### config.mk
export PLATFORM = sky130hd
export DESIGN_NAME = mirfak_lsu_flat
export DESIGN_NICKNAME = d
export VERILOG_FILES = /design/src/rtl/mirfak_lsu_if.sv /design/src/rtl/mirfak_lsu.sv /design/src/flat_wrapper.sv
export SDC_FILE = /design/constraint.sdc
export NUM_CORES = 1
export LEC_CHECK = 0
export BUFFER_PORTS_ARGS = -buffer_cell sky130_fd_sc_hd__buf_4
export CAP_MARGIN = 20
export CORE_AREA = 10 10 110 112
export DETAILED_ROUTE_END_ITERATION = 16
export DIE_AREA = 0 0 120 122
export MAX_ROUTING_LAYER = met4
export PLACE_DENSITY = 0.85
export SYNTH_ARGS = -nofsm -noshare
export SYNTH_HDL_FRONTEND = slang
export SYNTH_SLANG_ARGS = --single-unit
### constraint.sdc
create_clock -name clk_i -period 4.17 [get_ports clk_i]
set_input_delay 0.6255 -clock clk_i [delete_from_list [all_inputs] [get_ports clk_i]]
set_output_delay 0.6255 -clock clk_i [all_outputs]
set_load 0.005 [all_outputs]
### src/rtl/mirfak_lsu_if.sv
// mirfak_lsu_if: data-side Wishbone bus between the LSU and memory
interface mirfak_lsu_if;
  logic [31:0] dwbm_addr_o;
  logic [31:0] dwbm_dat_o;
  logic [31:0] dwbm_dat_i;
  logic [3:0]  dwbm_sel_o;
  logic        dwbm_cyc_o;
  logic        dwbm_stb_o;
  logic        dwbm_we_o;
  logic        dwbm_ack_i;
  logic        dwbm_err_i;
  modport master (
    output dwbm_addr_o, dwbm_dat_o, dwbm_sel_o, dwbm_cyc_o, dwbm_stb_o, dwbm_we_o,
    input  dwbm_dat_i, dwbm_ack_i, dwbm_err_i
  );
  modport slave (
    input  dwbm_addr_o, dwbm_dat_o, dwbm_sel_o, dwbm_cyc_o, dwbm_stb_o, dwbm_we_o,
    output dwbm_dat_i, dwbm_ack_i, dwbm_err_i
  );
endinterface

### src/rtl/mirfak_lsu.sv
// mirfak_lsu: load/store unit issuing one Wishbone cycle per WB-stage memory op
module mirfak_lsu (
  input  logic        clk_i,
  input  logic        rst_ni,
  input  logic [31:0] lsu_address_i,
  input  logic [31:0] lsu_wdata_i,
  input  logic [2:0]  lsu_funct3_i,
  input  logic        lsu_load_i,
  input  logic        lsu_store_i,
  input  logic        lsu_enable_i,
  input  logic        lsu_kill_i,
  output logic [31:0] lsu_rdata_o,
  output logic        lsu_busy_o,
  output logic        lsu_misaligned_o,
  output logic        lsu_error_o,
  mirfak_lsu_if.master dwbm
);
  typedef enum logic [1:0] {IDLE, BUSY, DONE} state_t;
  state_t      state;
  logic [1:0]  off;
  logic [2:0]  f3;
  logic        ld;
  logic        is_b;
  logic        is_h;
  logic        is_w;
  logic        start;
  logic [31:0] sh;
  logic [31:0] ext;
  always_comb begin
    is_b = lsu_funct3_i[1:0] == 2'b00;
    is_h = lsu_funct3_i[1:0] == 2'b01;
    is_w = !is_b && !is_h;
    lsu_misaligned_o = (lsu_load_i | lsu_store_i) & lsu_enable_i &
                       ((is_h & lsu_address_i[0]) | (is_w & (|lsu_address_i[1:0])));
    start = lsu_enable_i & (lsu_load_i | lsu_store_i) & !lsu_misaligned_o & !lsu_kill_i & (state == IDLE);
    lsu_busy_o = start | (state == BUSY);
    sh = dwbm.dwbm_dat_i >> {off, 3'b000};
    // funct3[2] set means the unsigned variant, so the fill bit is forced to zero
    ext = f3[1:0] == 2'b00 ? {{24{sh[7] & !f3[2]}}, sh[7:0]} :
          f3[1:0] == 2'b01 ? {{16{sh[15] & !f3[2]}}, sh[15:0]} : dwbm.dwbm_dat_i;
  end
  always_ff @(posedge clk_i or negedge rst_ni)
    if (!rst_ni) begin
      state <= IDLE;
      dwbm.dwbm_cyc_o <= 1'b0;
      dwbm.dwbm_stb_o <= 1'b0;
      dwbm.dwbm_we_o <= 1'b0;
      dwbm.dwbm_sel_o <= 4'b0;
      dwbm.dwbm_addr_o <= 32'b0;
      dwbm.dwbm_dat_o <= 32'b0;
      lsu_rdata_o <= 32'b0;
      lsu_error_o <= 1'b0;
      off <= 2'b0;
      f3 <= 3'b0;
      ld <= 1'b0;
    end else
      case (state)
        IDLE: if (start) begin
          state <= BUSY;
          dwbm.dwbm_cyc_o <= 1'b1;
          dwbm.dwbm_stb_o <= 1'b1;
          dwbm.dwbm_we_o <= lsu_store_i;
          dwbm.dwbm_addr_o <= {lsu_address_i[31:2], 2'b00};
          dwbm.dwbm_sel_o <= is_b ? 4'b0001 << lsu_address_i[1:0] :
                             is_h ? 4'b0011 << {lsu_address_i[1], 1'b0} : 4'b1111;
          dwbm.dwbm_dat_o <= is_b ? {4{lsu_wdata_i[7:0]}} :
                             is_h ? {2{lsu_wdata_i[15:0]}} : lsu_wdata_i;
          off <= lsu_address_i[1:0];
          f3 <= lsu_funct3_i;
          ld <= lsu_load_i;
        end
        BUSY: if (dwbm.dwbm_ack_i | dwbm.dwbm_err_i) begin
          state <= DONE;
          dwbm.dwbm_cyc_o <= 1'b0;
          dwbm.dwbm_stb_o <= 1'b0;
          if (dwbm.dwbm_err_i) begin
            lsu_rdata_o <= 32'b0;
            lsu_error_o <= 1'b1;
          end else if (ld)
            lsu_rdata_o <= ext;
        end
        default: begin
          state <= IDLE;
          lsu_error_o <= 1'b0;
        end
      endcase
endmodule

### src/flat_wrapper.sv
// flat-port wrapper written by rule: the top's interface ports become plain ports
module mirfak_lsu_flat 
  (clk_i, rst_ni, lsu_address_i, lsu_wdata_i, lsu_funct3_i, lsu_load_i, lsu_store_i, lsu_enable_i, lsu_kill_i, lsu_rdata_o, lsu_busy_o, lsu_misaligned_o, lsu_error_o, dwbm_dwbm_addr_o, dwbm_dwbm_dat_o, dwbm_dwbm_sel_o, dwbm_dwbm_cyc_o, dwbm_dwbm_stb_o, dwbm_dwbm_we_o, dwbm_dwbm_dat_i, dwbm_dwbm_ack_i, dwbm_dwbm_err_i);
  mirfak_lsu_if dwbm_i ();
  input  logic clk_i;
  input  logic rst_ni;
  input  logic [31:0] lsu_address_i;
  input  logic [31:0] lsu_wdata_i;
  input  logic [2:0] lsu_funct3_i;
  input  logic lsu_load_i;
  input  logic lsu_store_i;
  input  logic lsu_enable_i;
  input  logic lsu_kill_i;
  output logic [31:0] lsu_rdata_o;
  output logic lsu_busy_o;
  output logic lsu_misaligned_o;
  output logic lsu_error_o;
  output wire logic [$bits(dwbm_i.dwbm_addr_o)-1:0] dwbm_dwbm_addr_o;
  output wire logic [$bits(dwbm_i.dwbm_dat_o)-1:0] dwbm_dwbm_dat_o;
  output wire logic [$bits(dwbm_i.dwbm_sel_o)-1:0] dwbm_dwbm_sel_o;
  output wire logic [$bits(dwbm_i.dwbm_cyc_o)-1:0] dwbm_dwbm_cyc_o;
  output wire logic [$bits(dwbm_i.dwbm_stb_o)-1:0] dwbm_dwbm_stb_o;
  output wire logic [$bits(dwbm_i.dwbm_we_o)-1:0] dwbm_dwbm_we_o;
  input wire logic [$bits(dwbm_i.dwbm_dat_i)-1:0] dwbm_dwbm_dat_i;
  input wire logic [$bits(dwbm_i.dwbm_ack_i)-1:0] dwbm_dwbm_ack_i;
  input wire logic [$bits(dwbm_i.dwbm_err_i)-1:0] dwbm_dwbm_err_i;
  assign dwbm_dwbm_addr_o = dwbm_i.dwbm_addr_o;
  assign dwbm_dwbm_dat_o = dwbm_i.dwbm_dat_o;
  assign dwbm_dwbm_sel_o = dwbm_i.dwbm_sel_o;
  assign dwbm_dwbm_cyc_o = dwbm_i.dwbm_cyc_o;
  assign dwbm_dwbm_stb_o = dwbm_i.dwbm_stb_o;
  assign dwbm_dwbm_we_o = dwbm_i.dwbm_we_o;
  assign dwbm_i.dwbm_dat_i = dwbm_dwbm_dat_i;
  assign dwbm_i.dwbm_ack_i = dwbm_dwbm_ack_i;
  assign dwbm_i.dwbm_err_i = dwbm_dwbm_err_i;
  mirfak_lsu u_core (.clk_i(clk_i), .rst_ni(rst_ni), .lsu_address_i(lsu_address_i), .lsu_wdata_i(lsu_wdata_i), .lsu_funct3_i(lsu_funct3_i), .lsu_load_i(lsu_load_i), .lsu_store_i(lsu_store_i), .lsu_enable_i(lsu_enable_i), .lsu_kill_i(lsu_kill_i), .lsu_rdata_o(lsu_rdata_o), .lsu_busy_o(lsu_busy_o), .lsu_misaligned_o(lsu_misaligned_o), .lsu_error_o(lsu_error_o), .dwbm(dwbm_i));
endmodule
==> impl_metrics.prom <==
# TYPE chip_impl_metric gauge
chip_impl_info{name="postSynth.topFlopCell",value="sky130_fd_sc_hd__dfrtp_1"} 1
chip_impl_info{name="critPathSlowestCell",value="sky130_fd_sc_hd__or3_1"} 1
chip_impl_info{name="clk_root_buffer_cell",value="sky130_fd_sc_hd__clkbuf_8"} 1
chip_impl_metric{name="synth-seq-cells",unit=""} 109
chip_impl_metric{name="async_flop_share",unit="%"} 100
chip_impl_metric{name="placementRows",unit=""} 37
chip_impl_metric{name="clockBufferDepth",unit=""} 2
chip_impl_metric{name="max_freq",unit="MHz"} 394
chip_impl_metric{name="grt_overflow_total",unit=""} 0
chip_impl_metric{name="seq_area_frac_synth",unit="%"} 53.7
chip_impl_info{name="result_of_the_run",value="completed"} 1
chip_impl_metric{name="number_of_antenna_violations_at_the_first_check_in_global_routing",unit=""} 0
chip_impl_metric{name="grt_pass1_wl",unit="um"} 24000
chip_impl_metric{name="share_clk_of_total_power",unit="%"} 18.7
chip_impl_metric{name="syn_area",unit="um^2"} 5070
chip_impl_metric{name="die_area",unit="um^2"} 14600
chip_impl_info{name="netlist.top_cell.by_area",value="sky130_fd_sc_hd__dfrtp_1"} 1
chip_impl_metric{name="final_period_minus_worst_setup_slack",unit="ps"} 2540
chip_impl_metric{name="internal_power",unit="mW"} 2.19
chip_impl_metric{name="nNetsFinal",unit=""} 735
chip_impl_metric{name="syn_to_final_growth",unit="%"} 35.0
chip_impl_metric{name="power_density",unit="nW/um^2"} 467
chip_impl_metric{name="wl_per_cell",unit="um"} 20.3
chip_impl_info{name="timing.critical_path.cells",value="or3_1 -> or2_2 -> nand2b_1 -> nand2_1 -> buf_4"} 1
chip_impl_metric{name="tns",unit="ps"} 0
chip_impl_metric{name="port-buffer-count",unit=""} 210
chip_impl_metric{name="critical_path.max_fanout",unit=""} 3
chip_impl_info{name="nature_of_the_critical_path_startpoint",value="flop"} 1
chip_impl_metric{name="placeableCoreArea",unit="um^2"} 10000
chip_impl_metric{name="routed-via-count",unit=""} 4299
chip_impl_metric{name="post_cts_setup_inserts",unit=""} 0
chip_impl_metric{name="cts.reportedPaths.clkPinSlew",unit="ps"} 100
chip_impl_info{name="cp-end-kind",value="output pin"} 1
chip_impl_metric{name="postCtsResizedCells",unit=""} 0
chip_impl_metric{name="skew",unit="ps"} 10.5
chip_impl_info{name="synth_common_cells",value="sky130_fd_sc_hd__dfrtp_1 (109), sky130_fd_sc_hd__mux2_2 (48), sky130_fd_sc_hd__nand2_1 (34)"} 1
chip_impl_metric{name="worst_slew_margin",unit="%"} 36.0
chip_impl_metric{name="num_io_pins",unit=""} 213
chip_impl_info{name="crit_path_category",value="flop to output pin"} 1
chip_impl_metric{name="final_routed_wirelength",unit="um"} 15600
chip_impl_metric{name="vias_per_cell",unit=""} 5.59
chip_impl_metric{name="post_synth_num_cell_types",unit=""} 39
chip_impl_metric{name="leakagePower",unit="nW"} 3.29
chip_impl_info{name="worstHoldPathType",value="input pin to async pin"} 1
chip_impl_metric{name="antenna-diode-count",unit=""} 0
chip_impl_metric{name="switching_power",unit="mW"} 1.01
chip_impl_metric{name="ctsHoldBuffers",unit=""} 0
chip_impl_metric{name="power.share.switching",unit="%"} 31.5
chip_impl_metric{name="ir_worst_vdd",unit="uV"} 260
chip_impl_metric{name="die_x",unit="um"} 120
chip_impl_metric{name="avg_inst_size_synth",unit="um^2"} 11.6
chip_impl_metric{name="layout-drive-gt1-share",unit="%"} 44.7
chip_impl_info{name="yosysMostFrequentCell",value="sky130_fd_sc_hd__dfrtp_1"} 1
chip_impl_metric{name="cts_max_level",unit=""} 3
chip_impl_metric{name="max_stage_delay",unit="ps"} 460
chip_impl_metric{name="synth_cells",unit=""} 439
chip_impl_metric{name="setup_viol",unit=""} 0
chip_impl_info{name="unrepaired_setup_endpoints_after_global_routing",value="false"} 1
chip_impl_metric{name="final_hold_viols",unit=""} 0
chip_impl_metric{name="detail_route.first_pass.iterations",unit=""} 5
chip_impl_metric{name="drv_slew",unit=""} 0
chip_impl_metric{name="power.share.combinational",unit="%"} 32.9
chip_impl_metric{name="share_of_total_power_in_sequential_cells",unit="%"} 48.3
chip_impl_metric{name="antenna_violating_nets_post_route",unit=""} 0
chip_impl_metric{name="floorplan.die.height",unit="um"} 122
chip_impl_metric{name="synth_edf_count",unit=""} 0
chip_impl_metric{name="grt_use_total",unit="%"} 21.3
chip_impl_metric{name="post-synth-top-area-fraction",unit="%"} 53.7
chip_impl_metric{name="dpl.hpwl",unit="um"} 11900
chip_impl_metric{name="count_of_yosys_warnings_during_synthesis",unit=""} 0
chip_impl_metric{name="insertion_delay",unit="ps"} 370
chip_impl_metric{name="drt_iter0_drc",unit=""} 327
chip_impl_metric{name="timing.critical_path.required",unit="ps"} 3540
chip_impl_metric{name="design_area",unit="um^2"} 6850
chip_impl_metric{name="pin_count_of_the_biggest_net_entering_global_routing",unit=""} 73
chip_impl_info{name="tritoncts",value="yes"} 1
chip_impl_metric{name="maxCapViolations",unit=""} 0
chip_impl_metric{name="numClockSinks",unit=""} 109
chip_impl_metric{name="detailed_place.area",unit="um^2"} 6670
chip_impl_metric{name="final.period_utilization",unit="%"} 60.9
chip_impl_metric{name="cts_inserted_buffers",unit=""} 9
chip_impl_metric{name="finalWeightedCongestion",unit=""} 0.876
chip_impl_metric{name="tightestPinTransition",unit="ps"} 961
chip_impl_metric{name="remaining_drc_errors",unit=""} 0
chip_impl_metric{name="vias_in_the_first_global_route",unit=""} 4596
chip_impl_info{name="synth.top_cells.by_area",value="sky130_fd_sc_hd__dfrtp_1 (54%), sky130_fd_sc_hd__mux2_2 (11%), sky130_fd_sc_hd__mux2i_1 (6.5%)"} 1
chip_impl_metric{name="arrival_time_of_the_worst_setup_path",unit="ps"} 1910
chip_impl_metric{name="floorplan.initialDensity",unit="%"} 50.5
## worst max-delay path: cells and delay by family, from the launching register on
| kind | cells | cell delay (ps) |
|---|---|---|
| buffers and inverters | 1 | 120 |
| flip-flops | 1 | 390 |
| AND/OR/NAND/NOR | 4 | 1050 |
## final timing paths
check	start	to	slack, ps	cells past startpoint
worst max-delay path	u_core.state[1]$_DFFE_PN0P_	lsu_busy_o	1630	5
worst min-delay path	rst_ni	u_core.lsu_rdata_o[9]$_DFFE_PN0P_	370	1
worst max register to register	u_core.off[1]$_DFFE_PN0P_	u_core.lsu_rdata_o[24]$_DFFE_PN0P_	1650	4
worst min register to register	u_core.state[1]$_DFFE_PN0P_	u_core.lsu_error_o$_DFFE_PN0P_	440	1
max in group asynchronous	rst_ni	u_core.dwbm.dwbm_addr_o[10]$_DFFE_PN0P_	2740	2
min in group clk_i	u_core.state[1]$_DFFE_PN0P_	u_core.lsu_error_o$_DFFE_PN0P_	440	1
## power by group through the flow
| stage | registers [mW] | clock network, mW | logic, mW |
|---|---|---|---|
| after global routing | 1.58 | 0.658 | 1.16 |
| after floorplan | 1.51 | 0 | 0.457 |
| after global placement | 1.54 | 0 | 1.04 |
| after detailed placement | 1.56 | 0 | 1.07 |
| after CTS | 1.54 | 0.618 | 1.07 |
| final | 1.55 | 0.599 | 1.05 |
## per-layer routing
layer / GRT usage, % / vias to the layer above / routed length, um
met2: 34.9 / 214 / 7660
met5: - / - / 0
met1: 23.5 / 2110 / 6070
li1: - / 1956 / -
met3: 8.28 / 19 / 1620
met4: 7.09 / 0 / 272
## sequential cells by signal, summed over array words and instances (netlist names)
name	flops
u_core.lsu_error_o	1
u_core.dwbm.dwbm_addr_o	30
u_core.dwbm.dwbm_cyc_o	1
u_core.dwbm.dwbm_dat_o	32
u_core.state	2
u_core.ld	1
u_core.off	2
u_core.f3	3
u_core.dwbm.dwbm_sel_o	4
u_core.lsu_rdata_o	32
u_core.dwbm.dwbm_we_o	1
## layout by cell type, fill, tap and decap left out, drive strengths merged, types with 6 or more instances in the layout
cell	instances
a21oi	33
clkbuf	10
nor3	6
buf	213
o21ai	29
nand2	34
nand2b	12
dfrtp	109
nand3b	6
mux2	53
mux2i	33
a221o	21
nor2	27
## final cells by class
type,instances,area (um^2)
Fill cell,757,3190
Sequential cell,109,2730
Multi-Input combinational cell,293,2160
Timing Repair Buffer,213,1600
Tap cell,136,170
Clock buffer,10,138
Clock inverter,6,47.5
Inverter,2,7.51
## stage by stage
| stage | hold slack (ps) | util [%] | total power [mW] | setup slack [ps] | instances |
|---|---|---|---|---|---|
| 6_report | 367 | 68.2 | 3.20 | 1630 | 769 |
| 5_1_grt | 422 | 68.2 | 3.40 | 1500 | 769 |
| 4_1_cts | 407 | 68.2 | 3.23 | 1600 | 769 |
| 3_5_place_dp | 431 | 66.4 | 2.63 | 1500 | 753 |
| 3_3_place_gp | 424 | 66.4 | 2.58 | 1550 | 753 |
| 2_1_floorplan | 330 | - | 1.96 | 1830 | 440 |
## cell families (layout without fill, tap and decap cells)
logic type / Yosys count / count (layout) / synth area share, %
other: 1 / 2 / 0.0739
buffers and inverters: 38 / 231 / 3.72
muxes: 87 / 87 / 18.7
and+or+nand+nor: 101 / 101 / 9.42
AOI/OAI and AO/OA: 102 / 102 / 14.2
DFF: 109 / 109 / 53.7
xor gates and xnor gates: 1 / 1 / 0.173
(Power assumes the default switching activity.)
